[src/rtl/sprite_pkg.sv]
// Shared definitions for the sprite engine slice.
// Holds the command opcode encodings, the engine FSM state type, a few
// 24-bit RGB colour constants used by the game path, and the default
// visible-screen dimensions.
package sprite_pkg;

    typedef enum logic [1:0] {
        OP_MOVE  = 2'd0,
        OP_DRAW  = 2'd1,
        OP_CLEAR = 2'd2,
        OP_HOME  = 2'd3
    } op_e;

    typedef enum logic [1:0] {
        ST_IDLE,
        ST_MOVE,
        ST_RASTER,
        ST_FLUSH
    } state_e;

    localparam logic [23:0] BLACK  = 24'h000000;
    localparam logic [23:0] WHITE  = 24'hFFFFFF;
    localparam logic [23:0] RED    = 24'hFF0000;
    localparam logic [23:0] ORANGE = 24'hFF8000;
    localparam logic [23:0] BROWN  = 24'h8B4513;

    localparam int DEFAULT_SCREEN_W = 160;
    localparam int DEFAULT_SCREEN_H = 120;

endpackage

[src/rtl/sprite_raster_walker.sv]
// Walks one sprite box in raster order and produces registered plot pixels.
// Ports:
//   clk, reset_n          clock, async active-low reset
//   start                 load base position / channel / mode (command accepted)
//   active                advance one box offset per cycle (FSM in RASTER)
//   is_clear, chan        mode and sprite id captured on start
//   base_x, base_y        signed sprite position captured on start
//   lut_chan/ox/oy        colour lookup address (current offset)
//   lut_colour/transparent  lookup result for the current address
//   last                  current address is the final one in the box
//   pix_x/y/colour/plot   registered pixel, one cycle behind the address
module sprite_raster_walker
    import sprite_pkg::*;
#(
    parameter int SCREEN_W = DEFAULT_SCREEN_W,
    parameter int SCREEN_H = DEFAULT_SCREEN_H,
    parameter int SPR_W    = 15,
    parameter int SPR_H    = 10,
    parameter int XW       = 8,
    parameter int YW       = 7,
    parameter int CW       = 1,
    parameter int COLOUR_W = 24,
    parameter logic [COLOUR_W-1:0] BG_COLOUR = '0
) (
    input  logic                clk,
    input  logic                reset_n,
    input  logic                start,
    input  logic                active,
    input  logic                is_clear,
    input  logic [CW-1:0]       chan,
    input  logic signed [XW:0]  base_x,
    input  logic signed [YW:0]  base_y,
    output logic [CW-1:0]       lut_chan,
    output logic [4:0]          lut_ox,
    output logic [3:0]          lut_oy,
    input  logic [COLOUR_W-1:0] lut_colour,
    input  logic                lut_transparent,
    output logic                last,
    output logic [XW-1:0]       pix_x,
    output logic [YW-1:0]       pix_y,
    output logic [COLOUR_W-1:0] pix_colour,
    output logic                pix_plot
);

    localparam logic [4:0] OX_LAST = 5'(SPR_W - 1);
    localparam logic [3:0] OY_LAST = 4'(SPR_H - 1);
    // One guard bit beyond the position width so base + offset never wraps
    // back onto the screen before the bounds check.
    localparam logic signed [XW+1:0] X_LIM = (XW+2)'(SCREEN_W);
    localparam logic signed [YW+1:0] Y_LIM = (YW+2)'(SCREEN_H);

    logic [4:0]          ox_q;
    logic [3:0]          oy_q;
    logic [CW-1:0]       chan_q;
    logic                clear_q;
    logic signed [XW:0]  bx_q;
    logic signed [YW:0]  by_q;
    logic signed [XW+1:0] px;
    logic signed [YW+1:0] py;
    logic                on_screen;

    always_ff @(posedge clk or negedge reset_n) begin
        if (!reset_n) begin
            ox_q    <= '0;
            oy_q    <= '0;
            chan_q  <= '0;
            clear_q <= 1'b0;
            bx_q    <= '0;
            by_q    <= '0;
        end else if (start) begin
            ox_q    <= '0;
            oy_q    <= '0;
            chan_q  <= chan;
            clear_q <= is_clear;
            bx_q    <= base_x;
            by_q    <= base_y;
        end else if (active) begin
            if (ox_q == OX_LAST) begin
                ox_q <= '0;
                oy_q <= (oy_q == OY_LAST) ? 4'd0 : oy_q + 4'd1;
            end else begin
                ox_q <= ox_q + 5'd1;
            end
        end
    end

    assign lut_chan = chan_q;
    assign lut_ox   = ox_q;
    assign lut_oy   = oy_q;
    assign last     = active && (ox_q == OX_LAST) && (oy_q == OY_LAST);

    assign px        = (XW+2)'(bx_q) + $signed((XW+2)'(ox_q));
    assign py        = (YW+2)'(by_q) + $signed((YW+2)'(oy_q));
    assign on_screen = (px >= 0) && (px < X_LIM) && (py >= 0) && (py < Y_LIM);

    // Colour lookup is combinational from the address, so the pixel is
    // registered here and appears one cycle after its address.
    always_ff @(posedge clk or negedge reset_n) begin
        if (!reset_n) begin
            pix_plot   <= 1'b0;
            pix_x      <= '0;
            pix_y      <= '0;
            pix_colour <= '0;
        end else begin
            pix_plot <= active && on_screen && (clear_q || !lut_transparent);
            if (active) begin
                pix_x      <= px[XW-1:0];
                pix_y      <= py[YW-1:0];
                pix_colour <= clear_q ? BG_COLOUR : lut_colour;
            end
        end
    end

endmodule

[src/rtl/sprite_engine.sv]
// Multi-sprite position and raster engine for the VGA game path.
// Ports:
//   clk, reset_n                 clock, async active-low reset
//   cmd_valid/cmd_ready          command handshake (ready only when idle)
//   cmd_chan, cmd_op             target sprite, MOVE/DRAW/CLEAR/HOME
//   cmd_dx, cmd_dy, cmd_free     signed step and clamp/free mode for MOVE
//   lut_chan/ox/oy               colour lookup address
//   lut_colour/lut_transparent   combinational lookup result
//   pix_x/y/colour/pix_plot      pixel write to the VGA adapter
//   done                         one-cycle pulse when a command completes
//   exited                       sticky per-sprite "left screen" flags
//   pos_x, pos_y                 flattened signed sprite positions
module sprite_engine
    import sprite_pkg::*;
#(
    parameter int NUM_SPR  = 2,
    parameter int SCREEN_W = DEFAULT_SCREEN_W,
    parameter int SCREEN_H = DEFAULT_SCREEN_H,
    parameter int SPR_W    = 15,
    parameter int SPR_H    = 10,
    parameter int XW       = 8,
    parameter int YW       = 7,
    parameter int STEP_W   = 4,
    parameter int COLOUR_W = 24,
    parameter int HOME_X   = 80,
    parameter int HOME_Y   = 60,
    parameter logic [COLOUR_W-1:0] BG_COLOUR = COLOUR_W'(BLACK),
    localparam int CW = (NUM_SPR > 1) ? $clog2(NUM_SPR) : 1
) (
    input  logic                        clk,
    input  logic                        reset_n,
    input  logic                        cmd_valid,
    output logic                        cmd_ready,
    input  logic [CW-1:0]               cmd_chan,
    input  logic [1:0]                  cmd_op,
    input  logic [STEP_W-1:0]           cmd_dx,
    input  logic [STEP_W-1:0]           cmd_dy,
    input  logic                        cmd_free,
    output logic [CW-1:0]               lut_chan,
    output logic [4:0]                  lut_ox,
    output logic [3:0]                  lut_oy,
    input  logic [COLOUR_W-1:0]         lut_colour,
    input  logic                        lut_transparent,
    output logic [XW-1:0]               pix_x,
    output logic [YW-1:0]               pix_y,
    output logic [COLOUR_W-1:0]         pix_colour,
    output logic                        pix_plot,
    output logic                        done,
    output logic [NUM_SPR-1:0]          exited,
    output logic [NUM_SPR*(XW+1)-1:0]   pos_x,
    output logic [NUM_SPR*(YW+1)-1:0]   pos_y
);

    localparam logic signed [XW:0] MAX_X  = (XW+1)'(SCREEN_W - SPR_W);
    localparam logic signed [YW:0] MAX_Y  = (YW+1)'(SCREEN_H - SPR_H);
    localparam logic signed [XW:0] X_GONE = (XW+1)'(-SPR_W);
    localparam logic signed [YW:0] Y_GONE = (YW+1)'(-SPR_H);
    localparam logic signed [XW:0] X_END  = (XW+1)'(SCREEN_W);
    localparam logic signed [YW:0] Y_END  = (YW+1)'(SCREEN_H);
    localparam logic signed [XW:0] HOME_XS = (XW+1)'(HOME_X);
    localparam logic signed [YW:0] HOME_YS = (YW+1)'(HOME_Y);

    state_e state_q, state_d;
    op_e    op_in, op_q;
    logic   accept, raster_last;

    logic [CW-1:0]            chan_q;
    logic signed [STEP_W-1:0] dx_q, dy_q;
    logic                     free_q;

    logic signed [XW:0] pos_x_q [NUM_SPR];
    logic signed [YW:0] pos_y_q [NUM_SPR];
    logic [NUM_SPR-1:0] exited_q;

    logic signed [XW:0] cur_x, sum_x, new_x;
    logic signed [YW:0] cur_y, sum_y, new_y;
    logic               off_screen, new_exit;

    assign op_in  = op_e'(cmd_op);
    assign accept = cmd_valid && (state_q == ST_IDLE);

    // NOTE: clocked state uses non-blocking assignments so every register
    // samples pre-edge values; blocking here would create order-dependent races.
    always_ff @(posedge clk or negedge reset_n) begin
        if (!reset_n) begin
            state_q <= ST_IDLE;
            op_q    <= OP_MOVE;
            chan_q  <= '0;
            dx_q    <= '0;
            dy_q    <= '0;
            free_q  <= 1'b0;
        end else begin
            state_q <= state_d;
            if (accept) begin
                op_q   <= op_in;
                chan_q <= cmd_chan;
                dx_q   <= cmd_dx;
                dy_q   <= cmd_dy;
                free_q <= cmd_free;
            end
        end
    end

    // NOTE: every output of a combinational block gets a default first, so
    // no path leaves a signal unassigned and no latch is inferred.
    always_comb begin
        state_d = state_q;
        unique case (state_q)
            ST_IDLE: begin
                if (accept) begin
                    state_d = (op_in == OP_MOVE || op_in == OP_HOME) ? ST_MOVE : ST_RASTER;
                end
            end
            ST_MOVE:   state_d = ST_IDLE;
            ST_RASTER: if (raster_last) state_d = ST_FLUSH;
            ST_FLUSH:  state_d = ST_IDLE;
            default:   state_d = ST_IDLE;
        endcase
    end

    assign cmd_ready = (state_q == ST_IDLE);
    assign done      = (state_q == ST_MOVE) || (state_q == ST_FLUSH);

    // Position update for the latched channel, evaluated during MOVE.
    always_comb begin
        cur_x      = pos_x_q[chan_q];
        cur_y      = pos_y_q[chan_q];
        sum_x      = cur_x + (XW+1)'(dx_q);
        sum_y      = cur_y + (YW+1)'(dy_q);
        off_screen = (sum_x <= X_GONE) || (sum_x >= X_END) ||
                     (sum_y <= Y_GONE) || (sum_y >= Y_END);
        new_x      = sum_x;
        new_y      = sum_y;
        new_exit   = exited_q[chan_q];
        if (op_q == OP_HOME) begin
            new_x    = HOME_XS;
            new_y    = HOME_YS;
            new_exit = 1'b0;
        end else if (free_q) begin
            if (off_screen) begin
                new_x    = HOME_XS;
                new_y    = HOME_YS;
                new_exit = 1'b1;
            end
        end else begin
            if (sum_x < 0)          new_x = '0;
            else if (sum_x > MAX_X) new_x = MAX_X;
            if (sum_y < 0)          new_y = '0;
            else if (sum_y > MAX_Y) new_y = MAX_Y;
        end
    end

    // NOTE: the position table is a handful of flops whose reset value is
    // architecturally visible (home), so it is reset like any other state;
    // a true RAM would not be.
    always_ff @(posedge clk or negedge reset_n) begin
        if (!reset_n) begin
            for (int i = 0; i < NUM_SPR; i++) begin
                pos_x_q[i] <= HOME_XS;
                pos_y_q[i] <= HOME_YS;
            end
            exited_q <= '0;
        end else if (state_q == ST_MOVE) begin
            pos_x_q[chan_q]  <= new_x;
            pos_y_q[chan_q]  <= new_y;
            exited_q[chan_q] <= new_exit;
        end
    end

    assign exited = exited_q;

    for (genvar g = 0; g < NUM_SPR; g++) begin : g_pos
        assign pos_x[g*(XW+1) +: XW+1] = pos_x_q[g];
        assign pos_y[g*(YW+1) +: YW+1] = pos_y_q[g];
    end

    // Position is snapshotted by the walker on acceptance; it cannot change
    // while the raster runs because no other command is accepted meanwhile.
    sprite_raster_walker #(
        .SCREEN_W  (SCREEN_W),
        .SCREEN_H  (SCREEN_H),
        .SPR_W     (SPR_W),
        .SPR_H     (SPR_H),
        .XW        (XW),
        .YW        (YW),
        .CW        (CW),
        .COLOUR_W  (COLOUR_W),
        .BG_COLOUR (BG_COLOUR)
    ) u_walker (
        .clk             (clk),
        .reset_n         (reset_n),
        .start           (accept && (op_in == OP_DRAW || op_in == OP_CLEAR)),
        .active          (state_q == ST_RASTER),
        .is_clear        (op_in == OP_CLEAR),
        .chan            (cmd_chan),
        .base_x          (pos_x_q[cmd_chan]),
        .base_y          (pos_y_q[cmd_chan]),
        .lut_chan        (lut_chan),
        .lut_ox          (lut_ox),
        .lut_oy          (lut_oy),
        .lut_colour      (lut_colour),
        .lut_transparent (lut_transparent),
        .last            (raster_last),
        .pix_x           (pix_x),
        .pix_y           (pix_y),
        .pix_colour      (pix_colour),
        .pix_plot        (pix_plot)
    );

endmodule

[config.mk]
export PLATFORM = sky130hd
export DESIGN_NAME = sprite_engine
export DESIGN_NICKNAME = d
export VERILOG_FILES = /design/src/rtl/sprite_pkg.sv /design/src/rtl/sprite_raster_walker.sv /design/src/rtl/sprite_engine.sv
export SDC_FILE = /design/constraint.sdc
export NUM_CORES = 1
export LEC_CHECK = 0
export CELL_PAD_IN_SITES_DETAIL_PLACEMENT = 1
export CELL_PAD_IN_SITES_GLOBAL_PLACEMENT = 1
export CORE_MARGIN = 3
export CORE_UTILIZATION = 36
export DETAILED_ROUTE_END_ITERATION = 10
export PLACE_DENSITY_LB_ADDON = 0.08
export SYNTH_ARGS = -nofsm -noshare
export SYNTH_HDL_FRONTEND = slang
export SYNTH_SLANG_ARGS = --single-unit
[constraint.sdc]
create_clock -name clk -period 4.2 [get_ports clk]
set_clock_uncertainty 0.15 [all_clocks]
set_input_delay 0.63 -clock clk [delete_from_list [all_inputs] [get_ports clk]]
set_output_delay 0.63 -clock clk [all_outputs]
set_load 0.05 [all_outputs]
==> results by group <==
Synth
  – Synth area leaders: dfrtp_1 (40%), nand2_1 (5.5%), ha_1 (5.1%)
  – Primary FF master, synth: dfrtp_1
  – Ys Warns: 0
  – Synthesized flop and latch total: about 120
  – Syn Inst Count: about 670
  – Synthesized area: 0.00660 mm^2
  – Top cell type's share of synthesized area: between 40 and 50%
  – Synth cell types: 58
  – Yosys top cell by area: dfrtp_1
  – Ys async rst share: 100%
  – Synthesized area per cell: approximately 9.8 um^2
  – Post-synth EDFFs: 0
  – Sequential element share of the synthesized area: 45.0%
  – Syn Nets: roughly 740

Routing
  – Residual DRC: 0
  – Via count: between 5k and 6k
  – Vias per cell: between 5 and 6
  – Initial DRC count: between 200 and 250
  – Final WL: 19,700 um
  – Pre-antenna DRT Iters: 4
  – Wirelength per Cell: 19.2 um
  – Post-DRT Antenna Nets: 0

STA
  – Fin. max-slew vios: 0
  – Setup slack after layout: ~0.32 ns
  – Final period util: between 90% and 100%
  – Minimum clock period: a little under 4 ns
  – Worst-Margin Slew: about 1.2 ns
  – Fmax: around 260 MHz
  – Setup_tns: 0 ns
  – RSZ-0062 raised after global routing: false
  – Setup violations, final: 0
  – Final hold vios: 0
  – Min Hold Slack: 0.164 ns
  – Slew margin rel.: between 10% and 20%

Setup path
  – Crit path max-delay cell type: dfrtp_1
  – Kind of critical path: reg2reg
  – Critical path, cell by cell: buf_4, mux2_2, ha_1, or3b_2, o221a_2, nand3_1, nand3_1, nor3_1, o31ai_4, buf_4, a32o_1
  – WP buf/inv: 2
  – Crit end category: register
  – Delay-heaviest family, CP: simple AND/OR/NAND/NOR gates
  – Maximum single-stage delay on the critical path: approximately 0.52 ns
  – Critical Path Fanout Max: 30
  – CP required: about 4.4 ns
  – Crit path DAT: ~4.0 ns
  – Crit start category: register

Global route
  – Vias in the first global route: between 5k and 6k
  – Gr usage total: about a fifth
  – Total congestion overflow: 0
  – Pin count of the biggest net entering global routing: slightly above 70
  – First-pass GRT wire length: 32,200 um
  – Initial antenna violation count: 0

CTS
  – Post-CTS resize count: 0
  – H-tree levels: 4
  – CTS tree: yes
  – Worst-path clk slew: about 0.06 ns
  – Hold Buf Count CTS: 0
  – CTS max path bufs: 2
  – Post-CTS setup buffers: 0
  – CTS buffer count: 17
  – Clk Latency, worst-skew pair: approximately 0.42 ns
  – CTS sink cnt: 118
  – CTS root buf: clkbuf_16

Layout
  – Fraction of layout cells with a size suffix above 1: 12.3%
  – Filler cell count: slightly below 2k
  – Final nets: about 860
  – Most common library cell in the layout ignoring fill and taps: clkdlybuf4s50_1
  – Layout Area Growth over Synthesis: 31.2%
  – N_diodes: 0
  – Most frequent cells in the layout: clkdlybuf4s50_1 (126), dfrtp_1 (106), nand2_1 (97)

Placed design
  – Pre-CTS setup slack: approximately 0.33 ns
  – Post-DP HPWL: 14,300 um
  – IO buf count: ~130
  – Routability congestion estimate: approximately 0.83

Die
  – Core Region: between 0.015 and 0.02 mm^2
  – Starting Density: approximately 37%
  – Die Span Y: roughly 140 um
  – Die width: around 140 um
  – IO Count: about 130
  – Die ar.: roughly 0.02 mm^2
  – Row count: 48

Run
  – Max cap viols: 0

Status
  – Status: complete, no violations

Min path
  – HP Class: in2async
-- cell usage after synthesis, types with 11 or more instances --
| library cell | instances |
|---|---|
| nor2_1 | 49 |
| a32o_1 | 18 |
| a21oi_1 | 48 |
| xor2_1 | 11 |
| dfstp_2 | 12 |
| mux2i_1 | 22 |
| nand2_1 | 97 |
| o21ai_0 | 26 |
| dfrtp_1 | 106 |
| mux2_2 | 27 |
| nor2b_1 | 11 |
| xnor2_1 | 11 |
| inv_1 | 16 |
| clkbuf_1 | 25 |
| ha_1 | 27 |
| nand3b_1 | 26 |
-- through the flow --
| step | cell area, um^2 | std cells | utilization [%] |
|---|---|---|---|
| after global routing | 8650 | 1025 | 49.2 |
| final | 8650 | 1025 | 49.2 |
| after CTS | 8650 | 1025 | 49.1 |
| after global placement | 8060 | 993 | 45.8 |
| after detailed placement | 8060 | 993 | 45.8 |
| after floorplan | 6600 | 671 | - |
-- registers in the layout (all words and copies together) (netlist names), 4 cells and up --
signal,count
u_walker.pix_colour,24
pos_x,18
pos_y,16
u_walker.bx_q,9
u_walker.by_q,8
u_walker.pix_x,8
u_walker.pix_y,7
u_walker.lut_ox,5
dx_q,4
dy_q,4
u_walker.lut_oy,4
-- cell families (layout without fill, tap and decap cells) --
logic type | Yosys count | after routing | synth area share (%)
simple gates | 249 | 249 | 18.8
compound gates | 147 | 147 | 15.5
flops | 118 | 118 | 45.0
buf+inv | 55 | 184 | 3.47
mux | 49 | 49 | 7.95
fa+ha+maj | 31 | 31 | 6.33
xor+xnor | 22 | 22 | 2.92
-- per-layer routing --
metal  vias up  wire [um]  global-route usage (%)
met5         -          0                       0
li1       2637          -                       -
met1      2775       9130                    27.1
met2       125       9490                    33.2
met4         0        300                    5.51
met3        25        775                    4.72
-- area by class of cell --
class / instances / area (um^2) / share of cell area (%)
Clock buffer: 24 / 492 / 5.68
Clock inverter: 8 / 96.3 / 1.11
Inverter: 16 / 60.1 / 0.694
Multi-Input combinational cell: 498 / 3420 / 39.5
Sequential cell: 118 / 2970 / 34.3
Tap cell: 225 / 282 / 3.25
Timing Repair Buffer: 136 / 1340 / 15.4
-- worst paths after layout --
check                      slack (ns)                            endpoint                                from  cells past startpoint
setup / recovery                 0.32                pos_x[3]$_DFFE_PN0P_                  chan_q$_DFFE_PN0P_                     11
hold / removal                   0.16  u_walker.pix_colour[5]$_DFFE_PN0P_                             reset_n                      1
setup reg to reg                 0.32                pos_x[3]$_DFFE_PN0P_                  chan_q$_DFFE_PN0P_                     11
hold reg to reg                  0.32  u_walker.pix_colour[1]$_DFFE_PN0P_  u_walker.pix_colour[1]$_DFFE_PN0P_                      2
max in group asynchronous        2.73      u_walker.lut_ox[0]$_DFFE_PN0P_                             reset_n                      2
min in group clk                 0.32  u_walker.pix_colour[1]$_DFFE_PN0P_  u_walker.pix_colour[1]$_DFFE_PN0P_                      2
Power is left out: the tool's default activity adds up to more than one toggle a clock period on the data nets, which glitch-free logic cannot reach.
